==> config.mk <==
export PLATFORM = sky130hd
export DESIGN_NAME = alu_operand_stack
export DESIGN_NICKNAME = d
export VERILOG_FILES = /design/src/rtl/alu_operand_stack.sv
export SDC_FILE = /design/constraint.sdc
export NUM_CORES = 1
export LEC_CHECK = 0
export CORE_AREA = 10 10 291 293
export CTS_BUF_LIST = sky130_fd_sc_hd__clkbuf_8
export DETAILED_ROUTE_END_ITERATION = 10
export DIE_AREA = 0 0 301 303
export GPL_TIMING_DRIVEN = 0
export SLEW_MARGIN = 10
export SYNTH_ARGS = -nofsm -noshare
export SYNTH_HDL_FRONTEND = slang
export SYNTH_SLANG_ARGS = --single-unit
==> constraint.sdc <==
create_clock -name clk -period 4.4 [get_ports clk]
set_input_delay 0.88 -clock clk [delete_from_list [all_inputs] [get_ports clk]]
set_output_delay 0.88 -clock clk [all_outputs]
set_load 0.01 [all_outputs]
==> src/rtl/alu_operand_stack.sv <==
// alu_operand_stack: evaluation stack feeding the ALU; optional second-result push via ALU_OPSTACK_DUAL_RESULT_EN
module alu_operand_stack #(
  parameter int DEPTH = 16,
  parameter int WIDTH = 32
) (
  input  logic                     clk,
  input  logic                     rst,
  input  logic                     start,
  input  logic [2:0]               opCode,
  input  logic                     binary,
  input  logic                     push,
  input  logic [WIDTH-1:0]         pushValue,
  input  logic                     pop,
  output logic [WIDTH-1:0]         top,
  output logic [$clog2(DEPTH):0]   count,
  output logic                     busy,
  output logic                     done,
  output logic                     err,
  output logic [WIDTH-1:0]         aluIn1,
  output logic [WIDTH-1:0]         aluIn2,
  output logic [2:0]               aluOpCode,
  output logic                     aluEnable,
  input  logic [WIDTH-1:0]         aluOut1,
  input  logic [WIDTH-1:0]         aluOut2,
  input  logic                     aluNext
);
  localparam int AW = $clog2(DEPTH);
  localparam int CW = AW + 1;
  typedef enum logic [1:0] {IDLE, ISSUE, WAIT, PUSH2} state_t;
  state_t            state_q, state_d;
  logic [WIDTH-1:0]  mem_q [DEPTH];
  logic [CW-1:0]     count_q, count_d;
  logic [WIDTH-1:0]  in1_q, in1_d, in2_q, in2_d;
  logic [2:0]        op_q, op_d;
  logic              en_q, en_d, done_q, done_d, err_q, err_d, bin_q, bin_d;
  logic              wr_en;
  logic [AW-1:0]     wr_idx;
  logic [WIDTH-1:0]  wr_data;
  logic [CW-1:0]     need;
  logic [WIDTH-1:0]  below;
  logic              dual;
  assign need  = binary ? CW'(2) : CW'(1);
  assign top   = (count_q == '0) ? '0 : mem_q[AW'(count_q - CW'(1))];
  assign below = mem_q[AW'(count_q - CW'(2))];
`ifdef ALU_OPSTACK_DUAL_RESULT_EN
  assign dual = bin_q && (op_q == 3'd0 || op_q == 3'd2);
`else
  logic unused_bin;
  assign unused_bin = bin_q;
  assign dual = 1'b0;
`endif
  assign count     = count_q;
  assign busy      = (state_q != IDLE);
  assign done      = done_q;
  assign err       = err_q;
  assign aluIn1    = in1_q;
  assign aluIn2    = in2_q;
  assign aluOpCode = op_q;
  assign aluEnable = en_q;
  // Next-state, stack write port and pulse generation
  always_comb begin
    state_d = state_q;
    count_d = count_q;
    in1_d   = in1_q;
    in2_d   = in2_q;
    op_d    = op_q;
    bin_d   = bin_q;
    en_d    = 1'b0;
    done_d  = 1'b0;
    err_d   = 1'b0;
    wr_en   = 1'b0;
    wr_idx  = AW'(count_q);
    wr_data = pushValue;
    case (state_q)
      IDLE: begin
        if (start) begin
          err_d = push | pop | (count_q < need);
          if (count_q >= need) begin
            in1_d   = top;
            in2_d   = binary ? below : '0;
            op_d    = opCode;
            bin_d   = binary;
            count_d = count_q - need;
            en_d    = 1'b1;
            state_d = ISSUE;
          end
        end else if (pop) begin
          err_d   = push | (count_q == '0);
          count_d = (count_q == '0) ? count_q : count_q - CW'(1);
        end else if (push) begin
          err_d   = (count_q == CW'(DEPTH));
          wr_en   = (count_q != CW'(DEPTH));
          count_d = wr_en ? count_q + CW'(1) : count_q;
        end
      end
      ISSUE: begin
        err_d   = start | push | pop;
        state_d = WAIT;
      end
      WAIT: begin
        err_d = start | push | pop;
        if (aluNext) begin
          wr_en   = 1'b1;
          wr_data = aluOut1;
          count_d = count_q + CW'(1);
          done_d  = !dual;
          state_d = dual ? PUSH2 : IDLE;
        end
      end
      default: begin
        err_d   = start | push | pop;
        wr_en   = 1'b1;
        wr_data = aluOut2;
        count_d = count_q + CW'(1);
        done_d  = 1'b1;
        state_d = IDLE;
      end
    endcase
  end
  // Control and ALU-facing registers, cleared asynchronously
  always_ff @(posedge clk or posedge rst) begin
    if (rst) begin
      state_q <= IDLE;
      count_q <= '0;
      in1_q   <= '0;
      in2_q   <= '0;
      op_q    <= '0;
      bin_q   <= 1'b0;
      en_q    <= 1'b0;
      done_q  <= 1'b0;
      err_q   <= 1'b0;
    end else begin
      state_q <= state_d;
      count_q <= count_d;
      in1_q   <= in1_d;
      in2_q   <= in2_d;
      op_q    <= op_d;
      bin_q   <= bin_d;
      en_q    <= en_d;
      done_q  <= done_d;
      err_q   <= err_d;
    end
  end
  // Stack storage; contents survive reset since count gates visibility
  always_ff @(posedge clk) begin
    if (wr_en) mem_q[wr_idx] <= wr_data;
  end
endmodule

# Word-level counts from Yosys, hierarchy flattened
# Memories as Yosys holds them, arrays and structs flattened.
# Index checks and enable logic that the tools add are counted.
[classes]
addsub = 4
mul = 0
div_mod_pow = 0
magnitude_cmp = 2
n_eq_ne = 11
n_shift = 0
n_mux = 32
bitwise_logic = 6
reduce_logical = 7
[ops]
columns = ["cell", "count"]
rows = [
  ["$mux W32", 3],
  ["$pmux W32 S2", 1],
  ["$mux W5", 7],
  ["$pmux W5 S3", 1],
  ["$mux W1", 13],
  ["$ne A4 B4 Y1 const B", 3],
  ["$mux W2", 4],
  ["$ne A2 B2 Y1 const B", 3],
  ["$pmux W2 S3", 1],
  ["$reduce_and A3 Y1", 2],
  ["$reduce_and A6 Y1", 1],
  ["$add A5 B1 Y5 const B", 1],
  ["$eq A5 B5 Y1 const B", 1],
  ["$ge A5 B2 Y1", 1],
  ["$logic_not A5 Y1", 1],
  ["$lt A5 B2 Y1", 1],
  ["$ne A5 B5 Y1 const B", 1],
  ["$or A1 B1 Y1", 5],
  ["$sub A5 B1 Y5 const B", 1],
  ["$sub A5 B2 Y5", 1],
  ["$sub A4 B2 Y4 const B", 1],
  ["$ne A3 B3 Y1 const B", 1],
  ["$pmux W1 S3", 1],
  ["$eq A2 B1 Y1 const B", 1],
  ["other kinds (6)", 6],
]
[totals]
reg_bits = 77
latchBits = 0
mem_bits_rw = 512
romBits = 0
input_bits = 106
wordCells = 71
mem_count = 1
[mem_list]
columns = ["memory", "depth", "width", "rd", "rd_ports_with_merged_regs", "wr", "line", "rtl"]
rows = [
  ["mem_q", 16, 32, 2, 0, 1, "31", "logic [WIDTH-1:0] mem_q [DEPTH];"],
]

# Depth between registers and ports, before layout
# Gate-level depths: netlist of the first run.
[depth]
ltp_word = 7
ltp_mapped = 12
mapped_depth_nobuf = 9

# Worst setup path before layout of the first run
# OpenSTA, ideal clock, no wires.
[synth_timing]
path_type = "register to output"
startpoint = "register count_q[1] (netlist: count[1])"
endpoint = "output port top[26]"
t_arrival_ns = 3.186
path_slack_ns = 0.334
stages_incl_launch_ff = 12
path_buffers = 5
cell_sequence = "dfrtp_1 -> clkbuf_1 -> clkbuf_1 -> inv_1 -> ha_1 -> buf_2 -> buf_2 -> buf_4 -> mux4_2 -> mux2i_1 -> mux2_2 -> nor2_1"
[synth_between]
elab_chain_len = 3
word_cells_on_any_way = 4
cone_classes = "add/sub (1); mux (1); reduce/logical (1); memory (1)"
[synth_rtl]
columns = ["element", "line", "rtl"]
rows = [
  ["start, declared", "32", "logic [CW-1:0] count_q, count_d;"],
  ["start signal, assigned", "134", "count_q <= count_d;"],
  ["$sub A5 B1 Y5", "-", ""],
  ["$mem_v2 Z16 W32", "-", ""],
  ["$mux W32 *", "43", "assign top = (count_q == '0) ? '0 : mem_q[AW'(count_q - CW'(1))];"],
  ["end, declared", "14", "output logic [WIDTH-1:0] top,"],
]
# Mark *: on every way between the ends. The rest lies on a longest branch, timed or not.

# Worst setup path in the final report of the first run
[layout_timing]
startpoint = "register count_q[1] (netlist: count[1])"
endpoint = "output port top[30]"
# The elaborated chain is that of the path after synthesis.

==> results of run 1 <==
-- worst paths after layout --
path,slack (ns),end,cells after the start
max in group asynchronous,3.11,aluIn1[11]$_DFFE_PP0P_,3
min reg2reg,0.48,aluIn1[29]$_DFFE_PP0P_,2
max reg2reg,0.61,aluIn1[14]$_DFFE_PP0P_,13
min in group asynchronous,0.61,aluIn1[0]$_DFFE_PP0P_,2
min,0.48,aluIn1[29]$_DFFE_PP0P_,2
max,0.06,top[30],9
-- metrics by stage --
stage          setup WS (ns)  total power [W]
6_report             0.05882          0.02864
5_1_grt              0.01158          0.02990
4_1_cts            -0.002398          0.02865
3_5_place_dp          -2.282          0.02258
3_3_place_gp          -2.828          0.02229
2_1_floorplan         0.3342          0.01650
-- timing repair --
action / 4_1_cts / 5_1_grt
gates cloned: 3 / 0
setup endpoints to repair: 610 / 18
buffers inserted: 24 / 3
pin swaps: 1 / 0
gates resized for setup: 252 / 18
-- power by group through the flow --
stage / Clock (W) / Combinational [W] / Sequential, W
floorplan: 0 / 0.00880 / 0.00770
global placement: 0 / 0.0146 / 0.00769
detailed placement: 0 / 0.0149 / 0.00768
CTS: 0.00468 / 0.0164 / 0.00755
global route: 0.00495 / 0.0173 / 0.00761
finish: 0.00461 / 0.0165 / 0.00755
-- cell type report --
class                           instances  share of cell area
Antenna cell                            1          0.00007298
Buffer                                112             0.02445
Clock buffer                          106             0.04255
Clock inverter                         66             0.01076
Inverter                               12            0.001569
Multi-Input combinational cell        788              0.2931
Sequential cell                       589              0.5048
Tap cell                             1050             0.03832
Timing Repair Buffer                  266             0.08437
-- state kept, by name (all words and copies together) (netlist names) --
name       count
aluEnable      1
aluIn1        32
aluIn2        32
aluOpCode      3
count          5
done           1
err            1
mem_q        512
state_q        2
-- layout by cell type (no fill, tap or decap), drive strengths merged, types with 2 or more instances in the layout --
cell type / Yosys / routed
nor2: 60 / 60
bufinv: 0 / 3
buf: 61 / 133
mux4: 257 / 257
clkinv: 0 / 30
clkbuf: 54 / 162
mux2: 35 / 35
ha: 9 / 9
mux2i: 126 / 126
nor3: 4 / 4
xor2: 5 / 5
xnor2: 3 / 3
nand4: 2 / 2
nand3: 3 / 3
nand2b: 2 / 2
clkinvlp: 0 / 6
nor4: 2 / 2
o21ai: 69 / 69
clkdlybuf4s15: 0 / 5
edfxtp: 512 / 512
nand2: 57 / 57
dlygate4sd2: 0 / 5
inv: 12 / 39
a2bb2oi: 33 / 33
dfrtp: 77 / 77
o22ai: 66 / 66
a21oi: 36 / 36
nor2b: 2 / 2
clkdlybuf4s50: 0 / 178
-- worst max-delay path, cell delays in order (launching register included) --
cell	delay [ns]
dfrtp_4	0.47
clkbuf_16	0.16
clkinvlp_4	0.14
ha_4	0.37
buf_4	0.14
buf_6	0.12
mux4_2	0.51
mux4_2	0.51
nor2b_4	0.15
buf_2	0.16
-- per-layer routing --
layer / part of all wire / wire length (um) / vias to the layer above / global-route usage
met5: 0 / 0 / - / 0
met4: 0.026 / 2384 / 0 / 0.06374
met3: 0.090 / 8230 / 132 / 0.04219
met2: 0.50 / 45630 / 987 / 0.3390
met1: 0.38 / 35160 / 8968 / 0.2511
li1: - / - / 7029 / -
-- cell families after synthesis --
kind of cell,after synthesis
XOR/XNOR,8
buffers and inverters,127
adder cells (fa/ha/maj),10
AO/OA/AOI/OAI,216
flip-flops,589
AND/OR/NAND/NOR,136
multiplexers,418
==> results.md, run 1 <==
- The flow ran to the end, and the final reports show no timing, DRC or antenna violations.
- Fill cells in the final layout number 6,885.
- The simple-gate area share of the yosys netlist is 0.02030.
- The sequential area share after synthesis is 0.6308.
- The total power divided by cell area is ~840 mW/mm2.
- Once detailed placement completed, the half-perimeter wirelength came to 64.10 mm.
- The internal power of the cells totals 0.01741 W.
- The beginning of the critical path is count[1]$_DFFE_PP0P_.
- The core region area is 0.07861 mm2.
- The number of slew-limit violations in the final report came to 0.
- For this run, the share of the core covered by cells in the final layout is 0.4362.
- Along the worst path, the maximum fanout reaches 6.
- The post-layout net count is 1,977.
- The number of enable-type register cells in the synthesized netlist is 512.
- The most frequently used flop master after synthesis is edfxtp_1.
- Of the total synthesized cell area, the portion taken by full adders, half adders and majority gates is 0.004836.
- The portion of synthesized area spent on multiplexers is 0.2717.
- Row generation in the floorplan step produced just over 100 rows.
- The worst hold path belongs to the class flip-flop to flip-flop.
- After synthesis, the share of flip-flops with an asynchronous set or reset is 0.1307.
- The number of top-level pins is 214.
- Of all cell types, the one taking the most synthesized area is edfxtp_1.
- The area fraction in compound gates after synthesis was 0.04867.
- The number of global-route vias before repair came to 18.06k.
- The number of hold buffers added after CTS was 0.
- The layout cell share with drive strength beyond 1 is 0.3311.
- The area of all sequential standard cells is 0.01731 mm2.
- The synthesized flop and latch total is between 500 and 600.
- The clock period could shrink to 4.341 ns.
- In the final timing run, aggregate negative setup slack is 0 ns.
- The number of clock buffers added by TritonCTS is 92.
- After detailed routing, the number of remaining DRC violations is 0.
- Across every metal layer, demand over resource in global routing totals 0.1989.
- For the pin with the worst max-slew slack, the measured transition is 1.270 ns.
- The clock-pin slew reported for the worst setup and hold paths after clock tree synthesis is ~0.07 ns.
- In this run the horizontal extent of the chip is between 300 and 400 um.
- The post-route non-filler standard cell count is 2,990.
- The number of search-and-repair iterations in the first detailed-routing pass is 7.
- The number of library cell types mapped by synthesis is 49.
- The parity-gate share of the synthesized area counting xor and xnor cells is 0.002828.
- The multi-input combinational cells in the finished layout cover a total of 0.01005 mm2.
- The average wire per cell in the routed design is 30.57 um.
- The number of endpoints failing setup at the final stage is 0.
- STA classifies the critical path endpoint as an output port.
- IR analysis of the VDD net gives a maximum drop of 0.5850 mV.
- The final route contains 17.12k vias.
- The finished cells cover between 0.03 and 0.04 mm2.
- In the routed layout, each cell is associated on average with a via count of 5.724.
- Across the run, the number of max-cap violations was 0.
- The sequential share of power is 0.264.
- The share of total power dissipated in combinational logic is 0.575.
- The clock passes through at most 3 buffers.
- The die is 303 um tall.
- The number of hold-slack violations in the final timing report is 0.
- The clock root buffer master is clkbuf_8.
- The total die area is 0.09120 mm2.
- The worst hold path startpoint is aluIn1[29]$_DFFE_PP0P_.
- At the end of routability-driven placement, the weighted congestion stood at 0.9040.
- The summed instance area of the synthesized netlist is approximately 0.027 mm2.
- The startpoint identified for the worst register-to-register timing path is count[0]$_DFFE_PP0P_.
- Setup repair after global routing left no endpoint under its margin.
- The worst clock skew is about 0.021 ns.
- In this run the static leakage power is 11.75 nW.
- Timing would allow up to 0.2304 GHz.
- The power dissipated by switching net loads is 0.01123 W.
- The clock insertion delay at the later pin of the skew report is 0.70 ns.
- Counting every net in the synthesized netlist gives 1,620.
- The initial core utilization is 0.3489.
- The first-pass GRT wire length is 130.2 mm.
- Synthesis produced a netlist whose cell count is 1,504.
- The deepest level of the CTS H-tree is 3.
- Relative to the synthesized area, the layout overhead comes to 25.01%.
- The largest net degree at the start of global routing is 43.
- Ranked by total cell area, the synthesized netlist is headed by edfxtp_1 (56%), mux4_2 (21%), dfrtp_1 (7.0%), mux2i_1 (4.6%), o22ai_1 (1.5%).
- The most frequent cell after synthesis is edfxtp_1.
- The count of port buffers added during placement is 210.
- The number of antenna violations at the first check in global routing is 2.
- The critical path arrival is 3.46 ns.
- The worst setup path is launched from a flip-flop.
- Global routing finished with a remaining overflow of 0.
- For this design, the sink count on the clock tree is slightly below 600.
- The cell area after placement is between 0.03 and 0.04 mm2.
- The critical path data required time is 3.52 ns.
- The number of antenna-violating nets in the routed design is 0.
- The smallest hold slack is 0.4795 ns.
- The relative slew slack is 0.1535.
- The clock tree from TritonCTS is built.
- Averaged over all synthesized cells, the footprint is 18.24 um2.
- The fraction of the cycle the final worst path needs is 0.9866.
- In this run, the number of DRC markers left after iteration 0 of detailed routing was 1,892.
- Counting instances in the post-synthesis netlist gives the leading cell types as edfxtp_1 (512), mux4_2 (257), mux2i_1 (126), dfrtp_1 (77), o22ai_1 (66).
- The largest family of logic cells by synthesized area is multiplexers.
- The portion of total power attributed to the clock network is 0.161.
- For this run, the number of Yosys warnings is 0.
- After detailed routing, the total wire length is 91.40 mm.
- The area fraction of the dominant cell type after synthesis is 0.5606.
- The cell count after placement is 2,790.
- The critical path is of the flip-flop to output port type.
- Of the total power, the share spent switching nets is 0.3921.
No activity file was read; power rests on OpenSTA's default activity.
==> run 2: changes to the inputs <==
Settings changed: CORE_AREA 10 10 291 293 to 4 4 285 287, DIE_AREA 0 0 301 303 to 0 0 289 291.
Clock period 4.4 ns to 4.35 ns, I/O delays scaled along.
==> results.md, run 2 (synthesized netlist as in run 1, its figures left out) <==
- Setup repair after global routing missed its margin: no (unchanged).
- The placed wire-length estimate came to 64.03 mm (was 64.10 mm).
- The number of cells traversed by the worst hold path is 2 (unchanged).
- The site row count came to 103 (unchanged).
- The average wire per cell in the routed design is 30.81 um (was 30.57 um).
- The fraction of the cycle the final worst path needs is 0.9759.
- The number of DRC violations after detailed routing was 0 (unchanged).
- The critical path arrival is 3.38 ns (was 3.46 ns).
- The largest net degree at the start of global routing was 44 (was 43).
- The ratio of routed vias to standard cells was 5.779 (was 5.724).
- The number of sinks driven by the clock tree is 589 (unchanged).
- Ordered cell list for the critical path: clkbuf_4 > inv_1 > ha_1 > a21boi_2 > xor2_2 > buf_4 > clkbuf_8 > mux2_2 > nor2_4 > clkdlybuf4s15_2 (was clkbuf_16 > clkinvlp_4 > ha_4 > buf_4 > buf_6 > mux4_2 > mux4_2 > nor2b_4 > buf_2).
- Most used cells in the layout excluding fill and tap cells: edfxtp_1 (512), mux4_2 (257), clkdlybuf4s50_1 (178) (unchanged).
- The number of slew-limit violations in the final report was 0 (unchanged).
- The number of cells traversed by the worst register-to-register path came to 12 (was 13).
- The clock insertion delay at the later pin of the skew report is 0.70 ns (about the same).
- The largest stage delay on the critical path is 0.49 ns (was 0.51 ns).
- The number of buffers created by CTS came to 96 (was 92).
- The max capacitance violation total is 0 (unchanged).
- The leakage power of the design came to 11.98 nW (was 11.75 nW).
- The number of flip-flops in the largest register is 512 (unchanged).
- The count of vias placed by the detailed router is 17.39k (was 17.12k).
- The number of hold-slack violations in the final timing report is 0 (unchanged).
- The number of antenna-violating nets in the routed design came to 0 (unchanged).
- The kind of start point of the critical path is a flip-flop (unchanged).
- The number of top-level pins is 214 (unchanged).
- The maximum fanout count along the critical path was 10 (was 6).
- The count of routing violations after the opening detailed-route iteration is 1,724 (was 1,892).
- The core region area came to 0.07861 mm2 (unchanged).
- The clock-pin slew reported for the worst setup and hold paths after clock tree synthesis is 0.06 ns (was 0.07 ns).
- The global-route usage over all layers is 0.2193 (was 0.1989).
- The type of the worst setup path is flip-flop to output port (unchanged).
- The fraction of the core area covered by cells at the end of the flow came to 0.4431 (was 0.4362).
- The leading cell type in the layout, fill and taps excluded is edfxtp_1 (unchanged).
- The weighted congestion at the end of routability-driven global placement was 0.8489 (was 0.9040).
- The worst clock skew came to 0.03420 ns (was 0.02119 ns).
- The relative slew slack is 0.1445 (was 0.1535).
- The largest voltage drop on the vdd net came to 0.5618 mV (was 0.5850 mV).
- The number of global-route vias before repair is 18.41k (was 18.06k).
- The die height was 291 um (was 303 um).
- The post-layout net count was 1,991 (was 1,977).
- The type of destination of the critical path is an output port (unchanged).
- The critical path data required time was 3.48 ns (was 3.52 ns).
- The final critical path time including I/O delays and setup is 4.245 ns.
- The register ranked first by flip-flop count is mem_q (unchanged).
- The clock tree from TritonCTS was built (unchanged).
- The total power divided by cell area is 866.0 mW/mm2 (was 835.1 mW/mm2).
- The remaining global-route overflow came to 0 (unchanged).
- The maximum root-to-sink buffer count is 3 (unchanged).
- The horizontal die dimension is 289 um (was 301 um).
- The worst min-delay path class is flip-flop to flip-flop (unchanged).
- The clock root buffer master is clkbuf_8 (unchanged).
- The count of port buffers added during placement is 210 (unchanged).
- The final setup TNS is 0 ns (unchanged).
- The critical path's slowest cell is dfrtp_2 (was mux4_2).
- The first-pass GRT wire length is 132.0 mm (was 130.2 mm).
- The number of endpoints failing setup at the final stage was 0 (unchanged).
- The layout cell share with drive strength beyond 1 is 0.3488 (was 0.3311).
- The number of search-and-repair iterations in the first detailed-routing pass is 5 (was 7).
- The number of antenna violations at the first check in global routing was 1 (was 2).
- The transition at the pin with the smallest max-transition slack is 1.283 ns (was 1.270 ns).
- The area growth from synthesis to final layout is 26.99% (was 25.01%).
- Result of the run: completed (unchanged).
- The total die area was 0.08410 mm2 (was 0.09120 mm2).
- The initial core utilization is 0.3489 (unchanged).
- The total detailed-routing wirelength is 92.72 mm (was 91.40 mm).
- Based on the critical path, the design can be clocked at up to approximately 0.24 GHz.
- The deepest level of the CTS H-tree is 3 (unchanged).
-- run 2: cell types whose count changed in the layout (fill, tap and decap cells not counted), sizes merged, moves of 5 or more --
cell	delta
buf	+6
inv	-6
clkdlybuf4s15	+6
dlygate4sd2	-5
bufinv	+8
-- run 2: critical path, delay by kind of cell (launching register included) --
| family | cells | cell delay (ns) |
|---|---|---|
| AO/OA/AOI/OAI | 1 | 0.22 |
| adder cells (fa/ha/maj) | 1 | 0.20 |
| flip-flops | 1 | 0.49 |
| AND/OR/NAND/NOR | 1 | 0.15 |
| buffers and inverters | 5 | 1.06 |
| multiplexers | 1 | 0.40 |
| XOR/XNOR | 1 | 0.18 |
-- run 2: cell type report --
| class | instances | area (um2) |
|---|---|---|
| Antenna cell | 1 | 2.502 |
| Buffer | 111 | 809.5 |
| Clock buffer | 109 | 1500 |
| Clock inverter | 72 | 628.1 |
| Fill cell | 6817 | 43780 |
| Inverter | 12 | 61.31 |
| Multi-Input combinational cell | 788 | 10060 |
| Sequential cell | 589 | 17310 |
| Tap cell | 1050 | 1314 |
| Timing Repair Buffer | 277 | 3143 |
-- run 2: worst paths after layout --
check | end | from | slack, ns
worst max-delay path | top[31] | count[2]$_DFFE_PP0P_ | 0.10
worst min-delay path | aluIn1[29]$_DFFE_PP0P_ | aluIn1[29]$_DFFE_PP0P_ | 0.49
worst max register to register | aluIn1[15]$_DFFE_PP0P_ | count[0]$_DFFE_PP0P_ | 0.74
worst min register to register | aluIn1[29]$_DFFE_PP0P_ | aluIn1[29]$_DFFE_PP0P_ | 0.49
max in group asynchronous | aluIn2[16]$_DFFE_PP0P_ | rst | 3.10
min in group asynchronous | aluIn2[1]$_DFFE_PP0P_ | rst | 0.59
-- run 2: where the power goes --
| part | total (W) | switching, W | internal (W) | leakage, nW |
|---|---|---|---|---|
| registers | 0.00766 | 0.000340 | 0.00732 | 5.59 |
| clock network | 0.00530 | 0.00233 | 0.00297 | 1.15 |
| logic | 0.0172 | 0.00896 | 0.00825 | 5.24 |
| total | 0.0302 | 0.0116 | 0.0185 | 12.0 |
-- run 2: through the flow --
step                      std cells  power (W)  area [um2]  setup WS (ns)  hold WS, ns
after floorplan                1504    0.01669       27430         0.2942       0.5120
after global placement         2764    0.02256       30840         -2.942       0.4715
after detailed placement       2792    0.02289       31650         -2.327       0.4781
after CTS                      3010    0.03028       34810       -0.03132       0.4925
after global routing           3009    0.03145       34830        0.01319       0.5166
final                          3009    0.03016       34830         0.1048       0.4856
-- run 2: per-layer routing --
layer  part of all wire  GRT usage  vias up
met3              0.097    0.05630      183
li1                   -          -     7062
met2               0.50     0.3690     1021
met4              0.027    0.06717        0
met5                  0          0        -
met1               0.38     0.2797     9123
-- run 2: repair_timing --
action	4_1_cts	5_1_grt
hold buffers	0	0
gates resized for setup	289	14
pin swaps	3	2
setup buffers	33	0
endpoints found under the setup margin	610	24
cloned	6	0
==> run 3: changes to the inputs <==
Settings changed: CTS_BUF_LIST sky130_fd_sc_hd__clkbuf_8 to unset.
==> results.md, run 3 (synthesized netlist as in run 1, its figures left out) <==
- The largest stage delay on the critical path is 0.53 ns (was 0.49 ns).
- The number of slew-limit violations in the final report is 0 (unchanged).
- The weighted congestion at the end of routability-driven global placement is 0.8489 (unchanged).
- The total die area is 0.08410 mm2 (unchanged).
- The critical path's slowest cell is mux4_2 (was dfrtp_2).
- The maximum fanout count along the critical path is 10 (unchanged).
- The register ranked first by flip-flop count is mem_q (unchanged).
- The placed wire-length estimate is 64.03 mm (unchanged).
- The horizontal die dimension is 289 um (unchanged).
- The number of diodes came to 0 (was 1).
- The number of DRC violations after detailed routing was 0 (unchanged).
- The relative slew slack is 0.1380 (was 0.1445).
- The transition at the pin with the smallest max-transition slack came to 1.293 ns (was 1.283 ns).
- The ratio of routed vias to standard cells is 5.804 (was 5.779).
- The number of search-and-repair iterations in the first detailed-routing pass is 5 (unchanged).
- The total detailed-routing wirelength is 91.63 mm (was 92.72 mm).
- Ordered cell list for the critical path: buf_12 > inv_2 > buf_12 > buf_16 > ha_4 > buf_4 > buf_4 > mux4_2 > mux2i_1 > mux2_4 > nor2_1 > clkdlybuf4s15_1 (was clkbuf_4 > inv_1 > ha_1 > a21boi_2 > xor2_2 > buf_4 > clkbuf_8 > mux2_2 > nor2_4 > clkdlybuf4s15_2).
- The critical path arrival is 3.42 ns (was 3.38 ns).
- The clock root buffer master is clkbuf_16 (was clkbuf_8).
- The clock tree from TritonCTS is built (unchanged).
- The number of global-route vias before repair is 18.04k (was 18.41k).
- The initial core utilization is 0.3489 (unchanged).
- The number of endpoints failing setup at the final stage is 0 (unchanged).
- The core region area was 0.07861 mm2 (unchanged).
- The largest voltage drop on the vdd net is 0.5942 mV (was 0.5618 mV).
- The number of buffers created by CTS was 59 (was 96).
- The maximum root-to-sink buffer count came to 3 (unchanged).
- The max capacitance violation total is 0 (unchanged).
- The clock-pin slew reported for the worst setup and hold paths after clock tree synthesis is 0.06 ns (about the same).
- The kind of cell adding the most delay to the critical path is buffers and inverters (unchanged).
- The deepest level of the CTS H-tree came to 2 (was 3).
- Most used cells in the layout excluding fill and tap cells: edfxtp_1 (512), mux4_2 (257), clkdlybuf4s50_1 (178) (unchanged).
- The worst min-delay path class is flip-flop to flip-flop (unchanged).
- The leading cell type in the layout, fill and taps excluded is edfxtp_1 (unchanged).
- The leakage power of the design is 11.75 nW (was 11.98 nW).
- The number of antenna-violating nets in the routed design came to 0 (unchanged).
- The post-layout net count is 1,961 (was 1,991).
- The worst path buffer plus inverter count came to 7 (was 5).
- The area growth from synthesis to final layout came to 25.97% (was 26.99%).
- The critical path data required time is 3.48 ns (about the same).
- The type of destination of the critical path is an output port (unchanged).
- The fraction of the cycle the final worst path needs is 0.9859 (was 0.9759).
- The number of hold-slack violations in the final timing report was 0 (unchanged).
- The first-pass GRT wire length is 130.2 mm (was 132.0 mm).
- The final critical path time including I/O delays and setup is 4.289 ns (was 4.245 ns).
- The total power divided by cell area is 857.1 mW/mm2 (was 866.0 mW/mm2).
- The clock insertion delay at the later pin of the skew report is 0.62 ns (was 0.70 ns).
- The maximum clock rate is 0.2332 GHz (was 0.2356 GHz).
- The number of filler instances in the final layout is 6,780 (was 6,817).
- The average wire per cell in the routed design was 31.12 um (was 30.81 um).
- The largest net degree at the start of global routing is 44 (unchanged).
- The number of antenna violations at the first check in global routing is 0 (was 1).
- The type of the worst setup path is flip-flop to output port (unchanged).
- The worst clock skew is 0.01267 ns (was 0.03420 ns).
- The number of sinks driven by the clock tree is 589 (unchanged).
- The number of flip-flops in the largest register is 512 (unchanged).
- The die height is 291 um (unchanged).
- The smallest hold slack is 0.4876 ns (was 0.4856 ns).
- The global-route usage over all layers is 0.2157 (was 0.2193).
- The site row count is 103 (unchanged).
- The post-route cell area is 0.03455 mm2 (was 0.03483 mm2).
- The count of routing violations after the opening detailed-route iteration is 1,798 (was 1,724).
- Result of the run: completed (unchanged).
- The count of port buffers added during placement was 210 (unchanged).
- The kind of start point of the critical path is a flip-flop (unchanged).
- The number of top-level pins is 214 (unchanged).
- The cell area after placement is 0.03165 mm2 (unchanged).
- The remaining global-route overflow is 0 (unchanged).
- The count of vias placed by the detailed router is 17.09k (was 17.39k).
- The layout cell share with drive strength beyond 1 is 0.3263 (was 0.3488).
- The overall power consumption was 0.02961 W (was 0.03016 W).
==> run 3: changes by cell type in the layout (fill, tap and decap cells not counted), sizes merged, moves of 5 or more <==
cell      delta
bufinv       -5
clkbuf      -22
clkinv       -6
clkinvlp     -7
inv         -21
==> run 3: final cells by class <==
cell class | instances | area [um2] | area share
inverter | 12 | 53.80 | 0.001557
clock inverter | 33 | 332.8 | 0.009633
multi-input combinational | 788 | 10030 | 0.2904
sequential | 589 | 17310 | 0.5010
buffer | 112 | 848.3 | 0.02455
timing repair buffer | 283 | 3075 | 0.08902
tap | 1050 | 1314 | 0.03803
clock buffer | 77 | 1584 | 0.04585
==> run 3: timing repair <==
item / CTS / global route
endpoints found under the setup margin: 610 / 32
buffers inserted: 30 / 13
gates resized for setup: 211 / 49
hold buffers: 0 / 0
pin swaps: 2 / 1
cloned: 1 / 0
==> run 3: tightest hold or removal path, cell delays in order, from the launching register on <==
cell     delay [ns]
dfrtp_1        0.34
nand2_1        0.05
o21ai_1        0.06
==> run 3: where the power goes <==
group	internal [W]	leakage [nW]	total, W	switching (W)
combinational	0.00804	5.22	0.0169	0.00883
sequential	0.00731	5.59	0.00765	0.000337
clock	0.00292	0.947	0.00509	0.00217
==> run 3: per-stage QoR <==
step | setup TNS, ns | util | setup slack [ns] | cells
2_1_floorplan | 0 | - | 0.2942 | 1504
3_3_place_gp | -1601.50 | 0.3923 | -2.942 | 2764
3_5_place_dp | -340.38 | 0.4026 | -2.327 | 2792
4_1_cts | 0 | 0.4375 | 0.001183 | 2931
5_1_grt | -0.005560 | 0.4395 | -0.004645 | 2944
6_report | 0 | 0.4395 | 0.06119 | 2944
==> run 3: metal layers <==
| layer | wire length, um | vias to the layer above | global-route usage |
|---|---|---|---|
| met3 | 8767 | 166 | 0.05497 |
| met5 | 0 | - | 0 |
| met2 | 45630 | 945 | 0.3647 |
| li1 | - | 6988 | - |
| met4 | 2649 | 0 | 0.05925 |
| met1 | 34580 | 8987 | 0.2769 |
==> run 3: worst paths after layout <==
kind / slack (ns) / cells after the start / endpoint / startpoint
setup / recovery: 0.06 / 12 / top[1] / count[0]$_DFFE_PP0P_
hold / removal: 0.49 / 2 / aluIn1[28]$_DFFE_PP0P_ / aluIn1[28]$_DFFE_PP0P_
setup reg to reg: 0.63 / 13 / aluIn1[14]$_DFFE_PP0P_ / count[0]$_DFFE_PP0P_
hold reg to reg: 0.49 / 2 / aluIn1[28]$_DFFE_PP0P_ / aluIn1[28]$_DFFE_PP0P_
max in group asynchronous: 3.04 / 3 / aluIn2[15]$_DFFE_PP0P_ / rst
min in group asynchronous: 0.65 / 2 / aluIn1[30]$_DFFE_PP0P_ / rst
